===== src/rtl/uaz_data_bus_mem_io.sv =====
// ---------------------------------------------------------------------------
// uaz_data_bus_mem_io
//
// Data-side memory and memory-mapped peripherals for the 8-bit MicroUAZ core.
// Provides 240 bytes of RAM below IO_BASE, plus an I/O window holding a GPIO
// output port, a synchronised GPIO input port, and an 8-bit prescaled timer
// with an overflow interrupt.
//
// I/O window (offsets from IO_BASE):
//   +0 GPIO_OUT  R/W   drives o_Gpio
//   +1 GPIO_IN   R     last synchroniser stage
//   +2 TMR_CNT   R/W   a write loads the counter
//   +3 TMR_RLD   R/W   reload value used when AUTORELOAD=1
//   +4 TMR_CTRL  R/W   {OVF(w1c), IRQ_EN, 00, PSC[1:0], AUTORELOAD, EN}
//   +5..         reads 0x00, writes ignored
//
// Ports:
//   Clk                single clock, rising-edge
//   Rst                synchronous active-high reset
//   i_Addres_Data_Bus  data address from the core
//   i_DataOut_Bus      store data from the core
//   RW                 1 = store this cycle, 0 = load
//   o_Dato_Bus         load data, combinational from the address
//   i_Gpio             asynchronous external inputs
//   o_Gpio             registered GPIO output port
//   o_Irq              timer interrupt (OVF & IRQ_EN)
// ---------------------------------------------------------------------------
module uaz_data_bus_mem_io #(
    parameter logic [7:0] IO_BASE     = 8'hF0,
    parameter int         SYNC_STAGES = 2
) (
    input  logic       Clk,
    input  logic       Rst,
    input  logic [7:0] i_Addres_Data_Bus,
    input  logic [7:0] i_DataOut_Bus,
    input  logic       RW,
    output logic [7:0] o_Dato_Bus,
    input  logic [7:0] i_Gpio,
    output logic [7:0] o_Gpio,
    output logic       o_Irq
);

    localparam int         RAM_DEPTH     = int'(IO_BASE);
    localparam logic [7:0] ADDR_GPIO_OUT = IO_BASE;
    localparam logic [7:0] ADDR_GPIO_IN  = IO_BASE + 8'd1;
    localparam logic [7:0] ADDR_TMR_CNT  = IO_BASE + 8'd2;
    localparam logic [7:0] ADDR_TMR_RLD  = IO_BASE + 8'd3;
    localparam logic [7:0] ADDR_TMR_CTRL = IO_BASE + 8'd4;

    typedef struct packed {
        logic       ovf;
        logic       irq_en;
        logic [1:0] psc;
        logic       autoreload;
        logic       en;
    } tmr_ctrl_t;

    logic [7:0] ram [RAM_DEPTH];
    logic [7:0] sync_q [SYNC_STAGES];
    logic [7:0] gpio_out;
    logic [7:0] tmr_cnt;
    logic [7:0] tmr_rld;
    tmr_ctrl_t  tmr_ctrl;
    logic [5:0] prescaler;

    logic       is_ram;
    logic       wr_gpio, wr_cnt, wr_rld, wr_ctrl;
    logic       psc_match;
    logic       tick;
    logic       ovf_event;

    assign is_ram  = i_Addres_Data_Bus < IO_BASE;
    assign wr_gpio = RW && (i_Addres_Data_Bus == ADDR_GPIO_OUT);
    assign wr_cnt  = RW && (i_Addres_Data_Bus == ADDR_TMR_CNT);
    assign wr_rld  = RW && (i_Addres_Data_Bus == ADDR_TMR_RLD);
    assign wr_ctrl = RW && (i_Addres_Data_Bus == ADDR_TMR_CTRL);

    // Tick when the selected low prescaler bits are all ones.
    // NOTE: every always_comb output gets a default first so no path can
    // leave it unassigned and infer a latch.
    always_comb begin
        psc_match = 1'b0;
        unique case (tmr_ctrl.psc)
            2'd0: psc_match = 1'b1;
            2'd1: psc_match = &prescaler[1:0];
            2'd2: psc_match = &prescaler[3:0];
            2'd3: psc_match = &prescaler[5:0];
        endcase
    end

    assign tick = tmr_ctrl.en && psc_match;
    // A CPU write to TMR_CNT swallows a coincident tick, overflow included.
    assign ovf_event = tick && (tmr_cnt == 8'hFF) && !wr_cnt;

    // RAM. Reset suppresses the write but never clears the contents.
    // NOTE: memory arrays are deliberately left out of reset; clearing them
    // would need a per-word reset path the storage does not have.
    always_ff @(posedge Clk) begin
        if (!Rst && RW && is_ram) begin
            ram[i_Addres_Data_Bus] <= i_DataOut_Bus;
        end
    end

    // GPIO input synchroniser chain.
    // NOTE: sequential state uses non-blocking assignments so every flop
    // samples the pre-edge values, which is what makes this a shift chain.
    always_ff @(posedge Clk) begin
        if (Rst) begin
            for (int i = 0; i < SYNC_STAGES; i++) begin
                sync_q[i] <= '0;
            end
        end else begin
            sync_q[0] <= i_Gpio;
            for (int i = 1; i < SYNC_STAGES; i++) begin
                sync_q[i] <= sync_q[i-1];
            end
        end
    end

    always_ff @(posedge Clk) begin
        if (Rst) begin
            gpio_out <= 8'h00;
        end else if (wr_gpio) begin
            gpio_out <= i_DataOut_Bus;
        end
    end

    always_ff @(posedge Clk) begin
        if (Rst) begin
            tmr_cnt   <= 8'h00;
            tmr_rld   <= 8'hFF;
            tmr_ctrl  <= '0;
            prescaler <= 6'd0;
        end else begin
            if (wr_cnt) begin
                tmr_cnt <= i_DataOut_Bus;
            end else if (tick) begin
                if (tmr_cnt == 8'hFF) begin
                    tmr_cnt <= tmr_ctrl.autoreload ? tmr_rld : 8'h00;
                end else begin
                    tmr_cnt <= tmr_cnt + 8'd1;
                end
            end

            if (wr_rld) begin
                tmr_rld <= i_DataOut_Bus;
            end

            if (wr_ctrl) begin
                tmr_ctrl.irq_en     <= i_DataOut_Bus[6];
                tmr_ctrl.psc        <= i_DataOut_Bus[3:2];
                tmr_ctrl.autoreload <= i_DataOut_Bus[1];
                tmr_ctrl.en         <= i_DataOut_Bus[0];
            end

            // Set outranks a simultaneous write-1-to-clear.
            if (ovf_event) begin
                tmr_ctrl.ovf <= 1'b1;
            end else if (wr_ctrl && i_DataOut_Bus[7]) begin
                tmr_ctrl.ovf <= 1'b0;
            end

            // Restarting on a control write aligns the first tick to it.
            if (wr_ctrl || !tmr_ctrl.en) begin
                prescaler <= 6'd0;
            end else begin
                prescaler <= prescaler + 6'd1;
            end
        end
    end

    always_comb begin
        o_Dato_Bus = 8'h00;
        if (is_ram) begin
            o_Dato_Bus = ram[i_Addres_Data_Bus];
        end else begin
            case (i_Addres_Data_Bus)
                ADDR_GPIO_OUT: o_Dato_Bus = gpio_out;
                ADDR_GPIO_IN:  o_Dato_Bus = sync_q[SYNC_STAGES-1];
                ADDR_TMR_CNT:  o_Dato_Bus = tmr_cnt;
                ADDR_TMR_RLD:  o_Dato_Bus = tmr_rld;
                ADDR_TMR_CTRL: o_Dato_Bus = {tmr_ctrl.ovf, tmr_ctrl.irq_en, 2'b00,
                                             tmr_ctrl.psc, tmr_ctrl.autoreload,
                                             tmr_ctrl.en};
                default:       o_Dato_Bus = 8'h00;
            endcase
        end
    end

    assign o_Gpio = gpio_out;
    assign o_Irq  = tmr_ctrl.ovf & tmr_ctrl.irq_en;

endmodule

===== config.mk =====
export PLATFORM = sky130hd
export DESIGN_NAME = uaz_data_bus_mem_io
export DESIGN_NICKNAME = d
export VERILOG_FILES = /design/src/rtl/uaz_data_bus_mem_io.sv
export SDC_FILE = /design/constraint.sdc
export NUM_CORES = 2
export LEC_CHECK = 0
export ABC_AREA = 1
export ABC_CLOCK_PERIOD_IN_PS = 3200
export BUFFER_PORTS_ARGS = -buffer_cell sky130_fd_sc_hd__buf_2
export CAP_MARGIN = 5
export CORE_MARGIN = 1
export CORE_UTILIZATION = 35
export CTS_BUF_LIST = sky130_fd_sc_hd__clkbuf_2 sky130_fd_sc_hd__clkbuf_4 sky130_fd_sc_hd__clkbuf_8
export CTS_CLUSTER_DIAMETER = 200
export DETAILED_ROUTE_END_ITERATION = 8
export GPL_ROUTABILITY_DRIVEN = 0
export PLACE_DENSITY = 0.57
export SYNTH_ARGS = -nofsm -noshare
export SYNTH_HDL_FRONTEND = slang
export SYNTH_SLANG_ARGS = --single-unit

===== constraint.sdc =====
create_clock -name Clk -period 3.2 [get_ports Clk]
set_clock_uncertainty 0.05 [all_clocks]
set_input_delay 0.8 -clock Clk [delete_from_list [all_inputs] [get_ports Clk]]
set_output_delay 0.8 -clock Clk [all_outputs]
set_load 0.05 [all_outputs]

## Yosys cells after proc, flatten, opt, wreduce, memory -nomap -nowiden

Memory sizes are Yosys's and may differ from the RTL's.
Cells that the tools add are included.

- Register bits after elaboration: 36
- Bits in latches: 0
- Bits in writable memories: 1936
- Bits in read-only memories: 0
- Input bits: 27
- Output and inout port bits: 17
- Logic and storage cells: 63
- Memories kept: 2

Memory list:

| name | words | width | read ports | clocked after memory_dff | write ports | RTL line | RTL |
|---|---|---|---|---|---|---|---|
| ram | 240 | 8 | 1 | 0 | 1 | 58 | `logic [7:0] ram [RAM_DEPTH];` |
| sync_q | 2 | 8 | 2 | 0 | 2 | 59 | `logic [7:0] sync_q [SYNC_STAGES];` |

- Add/sub/neg operators: 2
- Multipliers: 0
- Div/mod/pow operators: 0
- Magnitude comparators: 1
- Equality and inequality tests: 9
- Shifts and indexed selects: 0
- Mux-type cells: 16
- Bitwise gates (word level): 3
- Reductions and logical operators: 21

Operators with widths:

| cell | number |
|---|---|
| two-way mux 8 bit | 7 |
| equality test 8 bit, second input constant | 6 |
| one-hot mux 8 bit (5 select lines) | 1 |
| logical AND 1 bit | 10 |
| adder 8 x 1 -> 8 bit, second input constant | 1 |
| < comparator 8 bit, second input constant | 1 |
| two-way mux 1 bit | 7 |
| adder 6 x 1 -> 6 bit, second input constant | 1 |
| AND reduction 6 bit | 1 |
| equality test 2 bit, second input constant | 2 |
| one-hot mux 1 bit (4 select lines) | 1 |
| AND reduction 4 bit | 1 |
| nonzero test 2 bit | 2 |
| zero test 1 bit | 3 |
| equality test 2 x 1 -> 1 bit, second input constant | 1 |
| zero test 2 bit | 1 |
| bitwise OR 1 bit | 2 |
| AND reduction 2 bit | 1 |
| OR reduction 2 bit | 1 |
| AND 1 bit | 1 |
| logical OR 1 bit | 1 |

## Longest topological paths before layout

- Depth after elaboration: 6
- Depth in mapped cells: 19
- Gate-level depth less buffers: 15

## Worst setup path after synthesis

No wires, ideal clock.

- Path kind: input port to output port
- Start: in i_Addres_Data_Bus[0]
- End: out o_Dato_Bus[6]
- Data arrival time: 2.483 ns
- Data required time: 2.350 ns
- Path slack: -0.133 ns
- Cell stages on the path: 12
- Buffers on the path: 2
- Cells stage by stage: buf_4 -> inv_2 -> nor2_2 -> buf_2 -> inv_1 -> nor2_1 -> inv_1 -> nor2_1 -> nand2_1 -> o221ai_1 -> a221oi_1 -> nand2_1

- Cells in the longest elaborated chain, start to end: 3
- Elaborated cells between the ends (all ways): 9
- Those cells by class: order compare (1); eq/ne (5); mux (2); memory (1)

RTL lines:

| element | RTL line | RTL |
|---|---|---|
| from (decl) | 34 | `input logic [7:0] i_Addres_Data_Bus,` |
| parallel branches: the longest is 2 deep, another holds memory read (240 x 8 bit) | - |  |
| two-way mux 8 bit (*) | 174 | `if (is_ram) begin` |
| to (decl) | 37 | `output logic [7:0] o_Dato_Bus,` |

Every way passes the cells marked *.

## Final worst setup path

- Start: in i_Addres_Data_Bus[0]
- End: out o_Dato_Bus[4]

The elaborated chain is that of the path after synthesis.

==> metrics.cfg <==
[routing]
drcViolationCount = 0
postRouteAntennaNets = 0
vias = 57500
dr.pass1.iters = 6
avgViaCountPerCell = 4.90
first_iter_violations = 5667
drt-wirelength-per-cell_um = 20.6
wl_um = 242000

[power_and_ir_drop]
p_per_area_nw_per_um2 = 547
peakVddDrop_mv = 0.419
total_power_mw = 54.2
p_leak_nw = 39.6

[synth]
postSynthCellCount = 7655
avgSynthCellArea_um2 = 10.6
synthSimpleGateAreaFrac_pct = 23.7
syn_nets = 7684
synth_top_family_by_area = simple AND/OR/NAND/NOR gates
synth_compound_area_share_pct = 1.38
synth_xor_area_share_pct = 0.0324
ys_seq_elements = 1972
muxShareOfSynthArea_pct = 0
synth.cell_area_um2 = 81200
synth_adder_area_share_pct = 0.0308
ys_seq_area_share_pct = 72.3
yosys_warnings = 0
yosysUniqueCellTypes = 37

[timing]
setup-violations-final = 8
setup_tns_ns = -6.51
tightest_slew_ns = 0.766
rsz0062_at_grt = yes
drv_slew = 0
fin_ws_ns = -0.898
period_needed_ns = 4.10
period_share_pct = 128
hold_viol = 0
max_freq_ghz = 0.244
max-slew-margin-rel_pct = 48.9

[floorplanning]
die_x_um = 484
chipHeight_um = 484
core_area_um2 = 230000
num_rows = 176
start_util_pct = 35.2
dieArea_um2 = 234000
io_pins = 44

[cts]
numCtsBuffers = 342
htree_levels = 5
cts_tree = built
cts_root_buf = clkbuf_8
cts.clk_slew.worst_paths_ns = 0.05
cts_buffer_depth = 4
clkLatencyLatePin_ns = 1.07
cts_sinks = 1972

[cells_and_area]
drive_gt1_share_pct = 18.4
fillerInstances = 21700
fin_nets = 8519
instances_no_fill = 11700
area_delta_synth_final_pct = 22.2

[grt]
grt_usage_pct = 20.3
antenna_found_initial = 6
grt_use_met1_pct = 28.1
use_met2_pct = 32.4
grt_pass1_wl_um = 358000
first_global_vias = 56200
grt-ovfl-total = 0
globalRouteMet3Util_pct = 3.40
grt-busiest-layer = met2
grt_max_degree = 91

[setup_path]
crit_fanout = 9
slowest_delay_ns = 0.24
critPathKind = input port to primary output
crit_required_ns = 2.35
cp_top_family = buffers and inverters
endpoint_kind = primary output
start_kind = input port
cp_num_buf_inv = 8
crit_path_top_delay_cell = o21ai_2
cp_common_cell = nand2_1
crit_path_cell_trace = buf_16 > buf_12 > nor2_4 > buf_12 > buf_16 > buf_4 > nand2_1 > nand3_1 > nand2_1 > nand2_1 > nor2_1 > nor2_1 > nor2_2 > buf_4 > nand2_2 > nand2_1 > nand2_1 > o21ai_2 > buf_6 > nand2_4 > buf_12
crit_arrival_ns = 3.25

[place]
hpwl_um = 150000
portBuffers = 43
place_inst = 11100

[status]
status = finished with violations
violations = setup timing

[worst_hold_path]
min_path_type = input port to register

[run]
maxCapViolCount = 0

==> kinds of logic (layout without fill, tap and decap cells) <==
kind of cell | after synthesis | after routing
buffers and inverters | 486 | 1552
flip-flops | 1972 | 1972
AND/OR/NAND/NOR | 5015 | 5015
other | 0 | 1
XOR/XNOR | 3 | 3
AO/OA/AOI/OAI | 177 | 177
adder cells (fa/ha/maj) | 2 | 2
==> layout make-up <==
cell class                      count  area [µm²]  area share (%)
Antenna cell                        1        2.50         0.00252
Tap cell                         3026        3790            3.82
Inverter                          102         425           0.429
Sequential cell                  1972       58700            59.2
Clock inverter                    127         709           0.715
Timing Repair Buffer              875        8770            8.84
Multi-Input combinational cell   5197       21200            21.4
Clock buffer                      448        5560            5.61
==> sequential cells by signal, summed over array words and instances, names as in the netlist <==
signal,flops
tmr_ctrl,6
sync_q,16
tmr_rld,8
ram,1920
tmr_cnt,8
prescaler,6
o_Gpio,8
==> metal layers <==
layer  up-vias  routed length [µm]
met5         -                  35
met4         6                6930
met3       425               18600
met2      2172              112000
met1     27900              104000
li1      27000                   -
==> path summary, 6_finish.rpt <==
| check | to | slack [ns] | cells after the start | start |
|---|---|---|---|---|
| setup / recovery | o_Dato_Bus[4] | -0.90 | 21 | i_Addres_Data_Bus[0] |
| hold / removal | ram[52][0] | 0.13 | 1 | i_DataOut_Bus[0] |
| setup reg to reg | tmr_cnt[5] | 0.87 | 11 | tmr_cnt[0] |
| hold reg to reg | sync_q[0][12] | 0.36 | 2 | sync_q[0][4] |
==> synth_stat cells, drive strengths merged <==
cell type / instances / share of area, %
nand2: 4228 / 20
edfxtp: 1920 / 71
nor2: 567 / 2.7
buf: 221 / 1.4
clkbuf: 163 / 0.75
nand3: 157 / 0.97
inv: 98 / 0.45
nand4: 60 / 0.46
o21ai: 58 / 0.36
a22oi: 57 / 0.53
dfxtp: 52 / 1.3
a21oi: 29 / 0.18
o211ai: 9 / 0.083
a221oi: 5 / 0.054
o22ai: 5 / 0.039
a31oi: 4 / 0.031
clkinv: 4 / 0.018
a211oi: 3 / 0.028
o221ai: 3 / 0.032
ha: 2 / 0.031
nor3: 2 / 0.018
xor2: 2 / 0.022
a311oi: 1 / 0.011
a41oi: 1 / 0.011
o2111a: 1 / 0.014
o32ai: 1 / 0.011
or2: 1 / 0.0077
xnor2: 1 / 0.011
==> per-stage QoR <==
stage | area (µm²) | util [%] | setup WS, ns | hold WS [ns]
2_1_floorplan | 81300 | - | 0.00263 | 0.338
3_3_place_gp | 91100 | 39.6 | -1.34 | 0.341
3_5_place_dp | 91100 | 39.6 | -1.34 | 0.349
4_1_cts | 98700 | 42.9 | -0.888 | 0.0480
5_1_grt | 99200 | 43.1 | -0.963 | 0.0968
6_report | 99200 | 43.1 | -0.898 | 0.130
==> what timing repair did <==
item	CTS	global route
setup buffers	19	4
endpoints found under the hold margin	24	0
cloned	9	5
pin swaps	94	55
hold buffers	10	0
gates resized for setup	237	92
endpoints found under the setup margin	8	8
==> where the power goes <==
| part | internal [mW] | switching, mW | total, mW | leakage, nW |
|---|---|---|---|---|
| Combinational | 1.36 | 2.77 | 4.13 | 18.6 |
| Sequential | 28.4 | 0.0104 | 28.4 | 17.7 |
| Clock | 11.7 | 10.0 | 21.7 | 3.32 |
==> placed cells by master, fill, tap and decap left out, types with 5 or more instances in the layout <==
master         count
o21ai_2           12
clkinv_1          86
o21ai_1           17
nand2_2           91
nor2_2            71
a21oi_1           29
clkinv_2          30
nand3_1          147
edfxtp_1        1920
nand2_4           12
a22oi_2            7
o211ai_1           9
inv_2              8
buf_4            657
inv_1             86
buf_12           120
nand2_1         4124
buf_8             15
nor2_4            25
clkbuf_8         351
bufbuf_16          7
buf_2             25
o22ai_1            5
buf_16            14
a22oi_1           50
nor2_1           471
bufinv_16          6
clkbuf_16          5
dlygate4sd3_1     10
nand4_1           60
o21ai_0           27
dfxtp_1           52
clkbuf_4          97
clkinvlp_4         6
buf_6             22
nand3_2            9
Power figures use the tool's default switching activity.
